==> config.mk <==
export PLATFORM = sky130hd
export DESIGN_NAME = elevator_call_scheduler
export DESIGN_NICKNAME = d
export VERILOG_FILES = /design/src/rtl/elevator_pkg.sv /design/src/rtl/elevator_call_reg.sv /design/src/rtl/elevator_call_scheduler.sv
export SDC_FILE = /design/constraint.sdc
export NUM_CORES = 1
export LEC_CHECK = 0
export CORE_MARGIN = 1.5
export CORE_UTILIZATION = 39
export CTS_CLUSTER_DIAMETER = 150
export DETAILED_ROUTE_END_ITERATION = 12
export SLEW_MARGIN = 20
export SYNTH_ARGS = -nofsm -noshare
export SYNTH_HDL_FRONTEND = slang
export SYNTH_SLANG_ARGS = --single-unit
==> constraint.sdc <==
create_clock -name clk -period 4.4 [get_ports clk]
set_input_delay 0.88 -clock clk [delete_from_list [all_inputs] [get_ports clk]]
set_output_delay 0.88 -clock clk [all_outputs]
set_load 0.02 [all_outputs]
==> src/rtl/elevator_pkg.sv <==
// Shared constants and state encoding for the elevator call scheduler.
package elevator_pkg;

  // Motor command encodings driven on AC.
  localparam logic [1:0] AC_STOP = 2'd0;
  localparam logic [1:0] AC_UP   = 2'd1;
  localparam logic [1:0] AC_DN   = 2'd2;

  // Scheduler states.
  typedef enum logic [1:0] {
    ST_IDLE,
    ST_MOVE_UP,
    ST_MOVE_DN,
    ST_DOOR
  } state_t;

endpackage

==> src/rtl/elevator_call_reg.sv <==
// One pending-call vector with set/clear, plus here/above/below reductions
// against a floor index.
module elevator_call_reg
  import elevator_pkg::*;
#(
  parameter int FLOORS = 4,
  parameter int FLW    = 2
) (
  input  logic              clk,
  input  logic              reset,
  input  logic [FLOORS-1:0] req,
  input  logic [FLOORS-1:0] clr,
  input  logic [FLW-1:0]    pos,
  output logic [FLOORS-1:0] pend,
  output logic              here,
  output logic              above,
  output logic              below
);

  // Latch requests; a clear on the same bit wins because that call is being served.
  always_ff @(posedge clk) begin
    if (reset) begin
      pend <= '0;
    end else begin
      pend <= (pend | req) & ~clr;
    end
  end

  // Reduce pending bits relative to the probed floor.
  always_comb begin
    here  = 1'b0;
    above = 1'b0;
    below = 1'b0;
    for (int unsigned i = 0; i < FLOORS; i++) begin
      if (FLW'(i) == pos) here  = here  | pend[i];
      if (FLW'(i) >  pos) above = above | pend[i];
      if (FLW'(i) <  pos) below = below | pend[i];
    end
  end

endmodule

==> src/rtl/elevator_call_scheduler.sv <==
// Collective-control (SCAN) scheduler for a single elevator car: latches
// cab/hall calls, tracks position, drives motor, display and timed door.
module elevator_call_scheduler
  import elevator_pkg::*;
#(
  parameter int FLOORS      = 4,
  parameter int FLW         = $clog2(FLOORS),
  parameter int DOOR_CYCLES = 8
) (
  input  logic              clk,
  input  logic              reset,
  input  logic [FLOORS-1:0] cab_req,
  input  logic [FLOORS-1:0] hall_up,
  input  logic [FLOORS-1:0] hall_dn,
  input  logic [FLOORS-1:0] at_floor,
  output logic [1:0]        AC,
  output logic [FLW-1:0]    DISP,
  output logic              open,
  output logic              dir_up,
  output logic [FLOORS-1:0] cab_pend,
  output logic [FLOORS-1:0] up_pend,
  output logic [FLOORS-1:0] dn_pend
);

  localparam int CW = (DOOR_CYCLES > 2) ? $clog2(DOOR_CYCLES) : 1;
  localparam logic [CW-1:0]     CNT_LOAD = CW'(DOOR_CYCLES - 1);
  localparam logic [FLW-1:0]    ONE      = FLW'(1);
  localparam logic [FLW-1:0]    TOP      = FLW'(FLOORS - 1);
  localparam logic [FLOORS-1:0] UP_MASK  = ~(FLOORS'(1) << (FLOORS - 1));
  localparam logic [FLOORS-1:0] DN_MASK  = ~FLOORS'(1);

  state_t            state, state_n;
  logic [CW-1:0]     cnt, cnt_n;
  logic [1:0]        ac_n;
  logic [FLW-1:0]    disp_n;
  logic              open_n, dir_n;

  logic [FLW-1:0]    probe;
  logic [FLOORS-1:0] p_oh;
  logic [FLOORS-1:0] up_req, dn_req;
  logic [FLOORS-1:0] clr_cab, clr_up, clr_dn;
  logic              cab_here, up_here, dn_here;
  logic              cab_above, up_above, dn_above;
  logic              cab_below, up_below, dn_below;
  logic              here, above, below;
  logic              arrive, entry, beyond, reload, nd;

  assign up_req = hall_up & UP_MASK;
  assign dn_req = hall_dn & DN_MASK;

  // While moving, reductions are taken against the floor being approached so
  // the stop decision and door-entry clears are known on the arrival cycle.
  always_comb begin
    probe = DISP;
    if (state == ST_MOVE_UP && DISP != TOP) begin
      probe = DISP + ONE;
    end else if (state == ST_MOVE_DN && DISP != '0) begin
      probe = DISP - ONE;
    end
  end

  assign p_oh   = FLOORS'(1) << probe;
  assign arrive = (probe != DISP) && at_floor[probe];

  elevator_call_reg #(.FLOORS(FLOORS), .FLW(FLW)) u_cab (
    .clk(clk), .reset(reset), .req(cab_req), .clr(clr_cab), .pos(probe),
    .pend(cab_pend), .here(cab_here), .above(cab_above), .below(cab_below)
  );

  elevator_call_reg #(.FLOORS(FLOORS), .FLW(FLW)) u_up (
    .clk(clk), .reset(reset), .req(up_req), .clr(clr_up), .pos(probe),
    .pend(up_pend), .here(up_here), .above(up_above), .below(up_below)
  );

  elevator_call_reg #(.FLOORS(FLOORS), .FLW(FLW)) u_dn (
    .clk(clk), .reset(reset), .req(dn_req), .clr(clr_dn), .pos(probe),
    .pend(dn_pend), .here(dn_here), .above(dn_above), .below(dn_below)
  );

  assign here  = cab_here  | up_here  | dn_here;
  assign above = cab_above | up_above | dn_above;
  assign below = cab_below | up_below | dn_below;

  // Next-state, next-output and call-clear decode.
  always_comb begin
    state_n = state;
    ac_n    = AC;
    disp_n  = DISP;
    open_n  = open;
    dir_n   = dir_up;
    cnt_n   = cnt;
    clr_cab = '0;
    clr_up  = '0;
    clr_dn  = '0;
    entry   = 1'b0;
    beyond  = 1'b0;
    reload  = 1'b0;
    nd      = dir_up;

    unique case (state)
      ST_IDLE: begin
        if (here) begin
          entry = 1'b1;
        end else if (above) begin
          state_n = ST_MOVE_UP;
          ac_n    = AC_UP;
          dir_n   = 1'b1;
        end else if (below) begin
          state_n = ST_MOVE_DN;
          ac_n    = AC_DN;
          dir_n   = 1'b0;
        end
      end

      ST_MOVE_UP: begin
        if (arrive) begin
          disp_n = probe;
          // no-calls-above also covers the top floor
          if (cab_here || up_here || !above) entry = 1'b1;
        end
      end

      ST_MOVE_DN: begin
        if (arrive) begin
          disp_n = probe;
          if (cab_here || dn_here || !below) entry = 1'b1;
        end
      end

      ST_DOOR: begin
        // Pending bits for these calls are already zero, so clearing them
        // every cycle only suppresses fresh presses at this floor.
        clr_cab = p_oh;
        if (dir_up) clr_up = p_oh;
        else        clr_dn = p_oh;
        reload = |(cab_req & p_oh) || (dir_up ? |(up_req & p_oh) : |(dn_req & p_oh));
        if (reload) begin
          cnt_n = CNT_LOAD;
        end else if (cnt == '0) begin
          open_n = 1'b0;
          if (dir_up ? above : below) begin
            state_n = dir_up ? ST_MOVE_UP : ST_MOVE_DN;
            ac_n    = dir_up ? AC_UP : AC_DN;
          end else if (dir_up ? below : above) begin
            dir_n   = ~dir_up;
            state_n = dir_up ? ST_MOVE_DN : ST_MOVE_UP;
            ac_n    = dir_up ? AC_DN : AC_UP;
          end else begin
            state_n = ST_IDLE;
          end
        end else begin
          cnt_n = cnt - CW'(1);
        end
      end

      default: state_n = ST_IDLE;
    endcase

    if (entry) begin
      state_n = ST_DOOR;
      ac_n    = AC_STOP;
      open_n  = 1'b1;
      cnt_n   = CNT_LOAD;
      beyond  = dir_up ? above : below;
      clr_cab = p_oh;
      if (dir_up) clr_up = p_oh;
      else        clr_dn = p_oh;
      if (!beyond) begin
        clr_up = p_oh;
        clr_dn = p_oh;
        nd     = ~dir_up;
      end
      if (probe == TOP) nd = 1'b0;
      if (probe == '0)  nd = 1'b1;
      dir_n = nd;
    end
  end

  // Register state and all outputs; reset overrides everything.
  always_ff @(posedge clk) begin
    if (reset) begin
      state  <= ST_IDLE;
      AC     <= AC_STOP;
      DISP   <= '0;
      open   <= 1'b0;
      dir_up <= 1'b1;
      cnt    <= '0;
    end else begin
      state  <= state_n;
      AC     <= ac_n;
      DISP   <= disp_n;
      open   <= open_n;
      dir_up <= dir_n;
      cnt    <= cnt_n;
    end
  end

endmodule
==> flow_summary.toml, run 1 <==
[placed_design]
place_congestion = 0.866
port-buffer-count = 33
dp_slack_ns = 0.496
place_hpwl_mm = 3.91

[cells_and_area]
diodes = 0
layout_common_cells = "33 x clkdlybuf4s50_1, 23 x dfxtp_1, 20 x nor2_1"
nets = 283
syn_to_final_growth_pct = 21.0
final_common_cell = "clkdlybuf4s50_1"
drive_above_1_share_pct = 9.49

[sta]
hold_violations = 0
timing.fmax_mhz = 255
setup_viol_count_final = 0
final.setup.worst_slack_ns = 0.476
setup-tns-final_ns = 0
period_minus_slack_ns = 3.92
fin_hold_ws_ns = 0.459
fin_crit_sh_pct = 89.2
worst_clock_skew_ns = 0.00823
worst_slew_pin_slew_ns = 0.789
slew_violations = 0
rsz0062_at_grt = "false"
slew_headroom_pct = 47.3

[power_and_ir_drop]
seqPwrFrac_pct = 18.6
leakage_nw = 0.852
p_sw_mw = 0.923
clkPwrFrac_pct = 7.5
vdd_drop_max_mv = 0.408
p_sw_share_pct = 51.1
powerDensity_nw_per_um2 = 802
combPwrFrac_pct = 73.9
finalPower_mw = 1.81
internal-power_mw = 0.882

[clock_network]
htree_levels = 1
cts.clk_slew.worst_paths_ns = 0.09
clk_latency_ns = 0.27
cts_buffers = 3
tritoncts = "yes"
numClockSinks = 23
root_buffer = "clkbuf_8"
post_cts_buffers = 0
clockBufferDepth = 2
cts-hold-fix-buffers = 0
cts_repair_resize_count = 0

[floorplan]
core_um2 = 4470
die_area_um2 = 5200
initial_utilization_pct = 41.6
die_y_um = 72.1
io_pins = 36
rows = 24
die_w_um = 72.1

[drt]
wire_per_inst_um = 16.4
drt-total-wl_mm = 5.00
via_per_inst = 5.97
drt_iter0_markers = 125
ant_nets = 0
vias = 1820
drt-pass1-iter-count = 4
drcViolationCount = 0

[global_route]
grt_max_degree = 22
first_global_vias = 1662
grt_remaining_overflow = 0
grt_pass1_wl_mm = 8.25
grt_use_total_pct = 19.9
antenna_found_initial = 0

[synthesis]
synthCells = 225
synthFlopType = "dfxtp_1"
syn_avg_cell_area_um2 = 8.27
synthDistinctLibCells = 59
ys_seq_area_share_pct = 24.7
synth_edf_count = 0
yosys_warnings = 0
syn_nets = 254
async_flop_share_pct = 0
synth_area_um2 = 1860
synth-seq-cells = 23

[setup_path]
path_max_fanout = 12
ff2ff_setup_slack_ns = 0.48
worst_setup_path_start_kind = "flop"
arrival_ns = 4.13
end_kind = "flop"
worstSetupPathType = "flop to flop"
cp.required_ns = 4.61

[hold_path]
hold_path.class = "flop to flop"

[run_status]
outcome = "finished clean"

[job]
cap_violations = 0
-- routing by layer --
| metal | wire [um] | GRT usage, % | up-vias |
|---|---|---|---|
| li1 | - | - | 917 |
| met1 | 2470 | 28.0 | 855 |
| met2 | 2270 | 31.8 | 43 |
| met3 | 208 | 3.19 | 5 |
| met4 | 52 | 5.24 | 0 |
| met5 | 0 | 0 | - |
-- power groups by stage --
| stage | logic (mW) | clock network (mW) | registers [mW] |
|---|---|---|---|
| floorplan | 0.976 | 0 | 0.367 |
| global placement | 1.31 | 0 | 0.343 |
| detailed placement | 1.32 | 0 | 0.342 |
| CTS | 1.32 | 0.142 | 0.337 |
| global route | 1.46 | 0.150 | 0.347 |
| finish | 1.33 | 0.136 | 0.336 |
-- critical path, stage by stage (launching register included) --
cell and delay (ns):
dfxtp_1 0.53, inv_1 0.11, ha_1 0.23, nand2b_1 0.27
or3_1 0.34, and3_1 0.25, ha_1 0.26, buf_4 0.17
a221oi_1 0.35, nand4_1 0.19, o221a_4 0.27, or3_4 0.46
a22oi_1 0.23, mux2i_1 0.19
-- cell families after synthesis --
family / count (synthesis) / share of synthesized area [%]
compound gates: 83 / 34.1
xor+xnor: 2 / 0.941
fa+ha+maj: 11 / 7.39
buf+inv: 32 / 8.94
flops: 23 / 24.7
mux: 9 / 4.97
simple gates: 65 / 19.0
-- synth_stat cells (all sizes together) (3+ instances only) --
cell type	number	area, um2
a211oi	8	70.1
a21o	3	22.5
a21oi	9	45.0
a221oi	4	35.0
a311oi	8	70.1
a31oi	4	25.0
and2	3	18.8
and3	3	18.8
buf	8	73.8
clkbuf	8	30.0
dfxtp	23	460
ha	11	138
inv	16	62.6
mux2i	7	70.1
nand2	12	45.0
nand2b	3	18.8
nand3	6	47.6
nor2	20	75.1
nor2b	3	26.3
nor3	5	25.0
o211ai	4	30.0
o21ai	15	78.8
o32a	3	30.0
o32ai	5	43.8
or3	4	30.0
-- metrics by stage --
step           cell area, um2  util (%)  instances
4_1_cts                  2250      50.3        305
2_1_floorplan            1860         -        225
5_1_grt                  2250      50.3        305
3_3_place_gp             2210      49.3        301
3_5_place_dp             2210      49.3        301
6_report                 2250      50.3        305
-- registers in the layout, indices dropped and copies added (netlist names) --
signal	count
u_cab.pend	4
u_dn.pend	4
u_up.pend	4
cnt	3
AC	2
DISP	2
state	2
dir_up	1
open	1
-- area by class of cell --
type | count | area [um2]
clock buffer | 3 | 41.3
inverter | 16 | 62.6
fill | 457 | 2220
multi-input combinational | 170 | 1230
timing repair buffer | 40 | 383
clock inverter | 1 | 5.00
tap | 52 | 65.1
sequential | 23 | 460
-- worst paths after layout --
path / start / endpoint / depth (start not counted)
min reg2reg: open$_SDFFE_PP0P_ / open$_SDFFE_PP0P_ / 2
max: DISP[1]$_SDFFE_PP0P_ / dir_up$_SDFFE_PP1P_ / 13
max reg2reg: DISP[1]$_SDFFE_PP0P_ / dir_up$_SDFFE_PP1P_ / 13
min: open$_SDFFE_PP0P_ / open$_SDFFE_PP0P_ / 2
(Power assumes the default switching activity.)
==> run 2: changes to the inputs <==
CTS_CLUSTER_SIZE = 14   (was unset)
==> results of run 2 <==
No change in the layout: final DEF, timing and power equal those of run 1.
==> run 3: changes to the inputs <==
ABC_AREA = 1   (was unset)
GPL_ROUTABILITY_DRIVEN = 0   (was unset)
HOLD_SLACK_MARGIN = 0.15   (was unset)
==> run 3 against run 2 <==
Net effect:
- count of clock-buffer cells in the layout unchanged
- clock skew about the same
- combinational power down 13%
- non-clock buffer count down 7
- setup slack better by 0.58 ns
==> flow_summary.toml, run 3 <==
[run_status]
outcome = "finished clean"

[global_route]
gr-usage-met1_pct = 28.3
grt_remaining_overflow = 0
grt.met3_usage_pct = 2.39
busiest_layer = "met2"
first_global_vias = 1743
grt_max_degree = 17
antenna_found_initial = 0
grt_use_total_pct = 19.8
met2_usage_pct = 30.7
grt_pass1_wl_mm = 8.09

[setup_path]
end_kind = "flop"
r2r_end = "state[1]$_SDFFE_PP0P_"
worst_setup_path_start_kind = "flop"
startpoint = "state[0]$_SDFFE_PP0P_"
r2r-start = "state[0]$_SDFFE_PP0P_"
crit_end = "state[1]$_SDFFE_PP0P_"
cp.required_ns = 4.57
ff2ff_setup_slack_ns = 1.06
path_max_fanout = 16
ff2ff_path_depth = 23
arrival_ns = 3.52
worstSetupPathType = "flop to flop"

[sta]
hold_violations = 0
timing.fmax_mhz = 299
slew_headroom_pct = 69.2
slew_violations = 0
worst_slew_pin_slew_ns = 0.462
period_minus_slack_ns = 3.34
rsz0062_at_grt = "false"
fin_hold_ws_ns = 0.466
setup-tns-final_ns = 0
fin_crit_sh_pct = 76.0
setup_viol_count_final = 0
worst_clock_skew_ns = 0.00804

[synthesis]
yosys.area.top_type = "dfxtp_1"
yosys_warnings = 0
synth_top_area_share_pct = 25.3
synth_area_um2 = 1820
syn_nets = 310
synth-seq-cells = 23
synth_area_leaders = "dfxtp_1 25%, nand2_1 10%, inv_1 9.3%, ha_1 7.6%, nand3_1 7.1%"
async_flop_share_pct = 0
yosysMostFrequentCell = "nand2_1"
synthCells = 281
synthDistinctLibCells = 31
post_synth_most_frequent_cells = "50 x nand2_1, 45 x inv_1, 30 x nor2_1"
ys_seq_area_share_pct = 25.3
synth_edf_count = 0
synthFlopType = "dfxtp_1"
syn_avg_cell_area_um2 = 6.48

[drt]
wire_per_inst_um = 12.9
vias = 1863
drt-pass1-iter-count = 4
ant_nets = 0
drcViolationCount = 0
drt_iter0_markers = 91
via_per_inst = 5.15
drt-total-wl_mm = 4.66

[clock_network]
cts_buffers = 3
cts_repair_resize_count = 0
numClockSinks = 23
root_buffer = "clkbuf_8"
htree_levels = 1
clockBufferDepth = 2
cts.clk_slew.worst_paths_ns = 0.09
clk_latency_ns = 0.27
tritoncts = "yes"
cts-hold-fix-buffers = 0
post_cts_buffers = 0

[cells_and_area]
top_regs = "u_cab.pend x4, u_dn.pend x4, u_up.pend x4"
nFillCells = 482
layout_common_cells = "50 x nand2_1, 45 x inv_1, 33 x clkdlybuf4s50_1"
syn_to_final_growth_pct = 21.7
drive_above_1_share_pct = 9.03
diodes = 0
fin_area_um2 = 2220
final_common_cell = "nand2_1"
nets = 340

[power_and_ir_drop]
leakage_nw = 1.04
powerDensity_nw_per_um2 = 727
vdd_drop_max_mv = 0.250

[floorplan]
die_area_um2 = 5090
core_um2 = 4410
initial_utilization_pct = 41.3
die_y_um = 71.3
die_w_um = 71.3
rows = 24
io_pins = 36

[placed_design]
post_dp_cell_area_um2 = 2170
place_hpwl_mm = 3.65
port-buffer-count = 33

[hold_path]
hold_path.class = "flop to flop"

[job]
cap_violations = 0
run 3: worst max-delay path, stage by stage (launching register included):
cell	delay, ns
dfxtp_1	0.39
inv_1	0.08
ha_1	0.26
nand2_2	0.11
nand2_1	0.08
nand2_1	0.10
nand2_4	0.13
inv_1	0.15
ha_1	0.46
nand2_1	0.11
o21ai_0	0.09
inv_1	0.06
nand2_1	0.16
nand2_1	0.07
nor2_1	0.10
nand2_1	0.07
nand3_2	0.11
nand2_4	0.07
nand2_4	0.16
nand2_1	0.10
nand2_1	0.13
clkinv_1	0.09
nor2_1	0.09
nor2_1	0.05
run 3: how the worst min path moves through the flow:
stage                          start                     to  slack (ns)  cells after the start
6_report           open$_SDFFE_PP0P_      open$_SDFFE_PP0P_        0.47                      2
4_1_cts            open$_SDFFE_PP0P_      open$_SDFFE_PP0P_        0.47                      2
2_1_floorplan  state[1]$_SDFFE_PP0P_  state[1]$_SDFFE_PP0P_        0.50                      2
3_5_place_dp       open$_SDFFE_PP0P_      open$_SDFFE_PP0P_        0.46                      2
3_3_place_gp       open$_SDFFE_PP0P_      open$_SDFFE_PP0P_        0.46                      2
5_1_grt            open$_SDFFE_PP0P_      open$_SDFFE_PP0P_        0.51                      2
run 3: kinds of logic (layout without fill, tap and decap cells):
group | count (synthesis) | in the layout | synth area share (%)
compound gates | 51 | 51 | 15.8
fa+ha+maj | 11 | 11 | 7.55
buf+inv | 59 | 88 | 13.2
flops | 23 | 23 | 25.3
simple gates | 137 | 137 | 38.2
run 3: metal layers:
layer | routed length (um) | vias up
li1 | - | 966
met4 | 51 | 0
met2 | 2160 | 43
met1 | 2210 | 849
met5 | 0 | -
met3 | 240 | 5
run 3: power breakdown:
part           internal, mW  switching, mW  leakage, nW  total (mW)
logic                 0.399          0.762        0.821        1.16
registers             0.267         0.0516        0.191       0.319
clock network        0.0632         0.0686       0.0255       0.132
total                 0.729          0.883         1.04        1.61
run 3: layout make-up:
cell class | instances | area [um2] | area share [%]
multi-input cells | 199 | 1120 | 50.6
flip-flops and latches | 23 | 460 | 20.8
repair buffers | 33 | 330 | 14.9
inverters | 51 | 194 | 8.75
well taps | 52 | 65.1 | 2.93
clock buffers | 3 | 41.3 | 1.86
clock inverters | 1 | 5.00 | 0.226
run 3: per-stage QoR:
step                power (mW)  util, %  worst slack, ns  std cells
finish                    1.61     50.2             1.06        362
global placement          1.48     49.2             1.13        358
detailed placement        1.49     49.2             1.06        358
floorplan                 1.23        -             1.39        281
CTS                       1.62     50.2             1.04        362
global route              1.79     50.2            0.656        362
==> variant: new RTL, settings of run 2 <==
Set the parameter `DOOR_CYCLES` to 4 (it was 8).
--- a/src/rtl/elevator_call_scheduler.sv
+++ b/src/rtl/elevator_call_scheduler.sv
@@ -5,7 +5,7 @@
 #(
   parameter int FLOORS      = 4,
   parameter int FLW         = $clog2(FLOORS),
-  parameter int DOOR_CYCLES = 8
+  parameter int DOOR_CYCLES = 4
 ) (
   input  logic              clk,
   input  logic              reset,
Function: changed (a bounded check fails within 10 cycles, from zero or initial values and one cycle with reset high).
==> variant against run 2 <==
- cell area down 8.3%
- setup slack got worse by 0.11 ns
- power decreased by 10%
- critical path depth increased by 3
- wire length fell by 8.1%
- area after synthesis decreased by 13%
- sequential share of layout area grew 0.95 points
- highest routed layer unchanged
- largest cell class unchanged
- sequential cell count down 1
==> variant: results (changes against run 2) <==
{
  "first_iter_violations": {"value": 111, "change": "-11%"},
  "hold-path-cell-count": {"value": 1, "change": "-1"},
  "syn-num-nets": {"value": 230, "change": "-9.4%"},
  "drt-pass1-iter-count": {"value": 4, "change": "unchanged"},
  "grt_first_pass_wirelength": {"value": 7555, "unit": "um", "change": "-8.4%"},
  "logic_depth_of_the_worst_register_to_register_path": {"value": 16, "change": "+3"},
  "finalWeightedCongestion": {"value": 0.8353, "change": "-3.6%"},
  "first_global_vias": {"value": 1547, "change": "-6.9%"},
  "worst_ir_drop_vdd": {"value": 0.3283, "unit": "mV", "change": "-19%"},
  "yosys.cell_types.count": {"value": 52, "change": "-12%"},
  "dpl.hpwl": {"value": 3576, "unit": "um", "change": "-8.6%"},
  "regToRegSetupSlack": {"value": 0.37, "unit": "ns", "change": "-0.11 ns"},
  "synth_mux_area_share": {"value": 1.536, "unit": "%", "change": "-3.4 points"},
  "dr_total_vias": {"value": 1668, "change": "-8.4%"},
  "synthXorXnorAreaFrac": {"value": 0.5376, "unit": "%", "change": "-0.40 points"},
  "grt_start_max_net_pins": {"value": 20, "change": "-9.1%"},
  "total_routed_wirelength": {"value": 4591, "unit": "um", "change": "-8.1%"},
  "worst_reg2reg_startpoint": "DISP[0]$_SDFFE_PP0P_",
  "hold_ws": {"value": 0.4768, "unit": "ns", "change": "+0.01810 ns"},
  "slew_headroom": {"value": 50.02, "unit": "%", "change": "+2.8 points"},
  "dpl_cell_area": {"value": 1999, "unit": "um2", "change": "-9.4%"},
  "power.static_leakage": {"value": 0.7715, "unit": "nW", "change": "-9.4%"},
  "synthCells": {"value": 202, "change": "-10%"},
  "dpl_worst_slack": {"value": 0.3155, "unit": "ns", "change": "-0.1801 ns"},
  "synth_area_leaders": "dfxtp_1, ha_1, a211oi_1",
  "timing.clock.skew": {"value": 0.004180, "unit": "ns", "change": "-0.004049 ns"},
  "synth_seq_area_share": {"value": 27.04, "unit": "%", "change": "+2.3 points"},
  "outcome": "completed",
  "synth_compound_gate_area_share": {"value": 35.25, "unit": "%", "change": "+1.2 points"},
  "routed_via_density": {"value": 5.894, "change": "-1.2%"},
  "area_share_of_fa_ha_maj_cells_after_synthesis": {"value": 7.680, "unit": "%", "change": "+0.29 points"},
  "grt.total_usage": {"value": 21.74, "unit": "%", "change": "+1.8 points"},
  "nNetsFinal": {"value": 262, "change": "-7.4%"},
  "place_inst": {"value": 279, "change": "-7.3%"},
  "yosys.area.top_type_share": {"value": 27.04, "unit": "%", "change": "+2.3 points"},
  "hold_path_startpoint": "cnt[0]$_SDFFE_PP0P_",
  "min_to": "cnt[0]$_SDFFE_PP0P_"
}
variant: cell count changes in the layout (fill, tap and decap cells not counted), sizes merged, moves of 6 or more:
cell    delta
a211oi     +9
mux2i      -6
nor2       +9
nand2      +6
variant: logic make-up after synthesis:
| group | count (synthesis) |
|---|---|
| AOI/OAI and AO/OA | 72 |
| xor gates and xnor gates | 1 |
| adders and majority gates | 10 |
| buffers and inverters | 21 |
| DFF | 22 |
| muxes | 2 |
| and+or+nand+nor | 74 |
variant: how the worst max path moves through the flow:
stage | slack [ns] | startpoint | to | cells past startpoint
detailed placement | 0.32 | DISP[0]$_SDFFE_PP0P_ | dir_up$_SDFFE_PP1P_ | 15
finish | 0.37 | DISP[0]$_SDFFE_PP0P_ | dir_up$_SDFFE_PP1P_ | 16
CTS | 0.29 | DISP[0]$_SDFFE_PP0P_ | dir_up$_SDFFE_PP1P_ | 15
floorplan | 0.64 | DISP[0]$_SDFFE_PP0P_ | dir_up$_SDFFE_PP1P_ | 17
global route | 0.04 | DISP[0]$_SDFFE_PP0P_ | dir_up$_SDFFE_PP1P_ | 16
global placement | 0.41 | DISP[0]$_SDFFE_PP0P_ | dir_up$_SDFFE_PP1P_ | 15
variant: power by group:
group / switching, mW / total (mW) / internal (mW)
Combinational: 0.700 / 1.16 / 0.457
Clock: 0.0657 / 0.145 / 0.0797
Sequential: 0.0640 / 0.321 / 0.257
variant: timing repair:
item,CTS,global route
setup endpoints to repair,0,4
resized for setup,0,3
hold endpoints to repair,0,0
variant: routing by layer:
metal | part of all wire (%) | track usage, % | routed length [um]
met5 | 0 | 0 | 0
met2 | 47 | 34.56 | 2149
met4 | 0.81 | 5.102 | 37
met3 | 3.2 | 3.000 | 149
met1 | 49 | 30.90 | 2254
variant: worst max-delay path: stages, from the launching register on:
cell,delay [ns]
dfxtp_2,0.44
inv_1,0.09
ha_1,0.31
nand3b_1,0.14
o211ai_4,0.13
nand2_2,0.26
inv_1,0.14
ha_1,0.32
a22oi_1,0.31
nand2_1,0.09
a21oi_1,0.16
a211oi_2,0.09
o31a_1,0.36
and2_1,0.23
o211ai_1,0.32
o311ai_0,0.22
o31a_1,0.30
variant: layout make-up:
| cell class | instances | area [um2] |
|---|---|---|
| sequential | 22 | 441.7 |
| clock buffer | 4 | 55.05 |
| inverter | 13 | 48.80 |
| timing repair buffer | 35 | 345.3 |
| fill | 393 | 1936 |
| tap | 50 | 62.56 |
| multi-input combinational | 159 | 1111 |
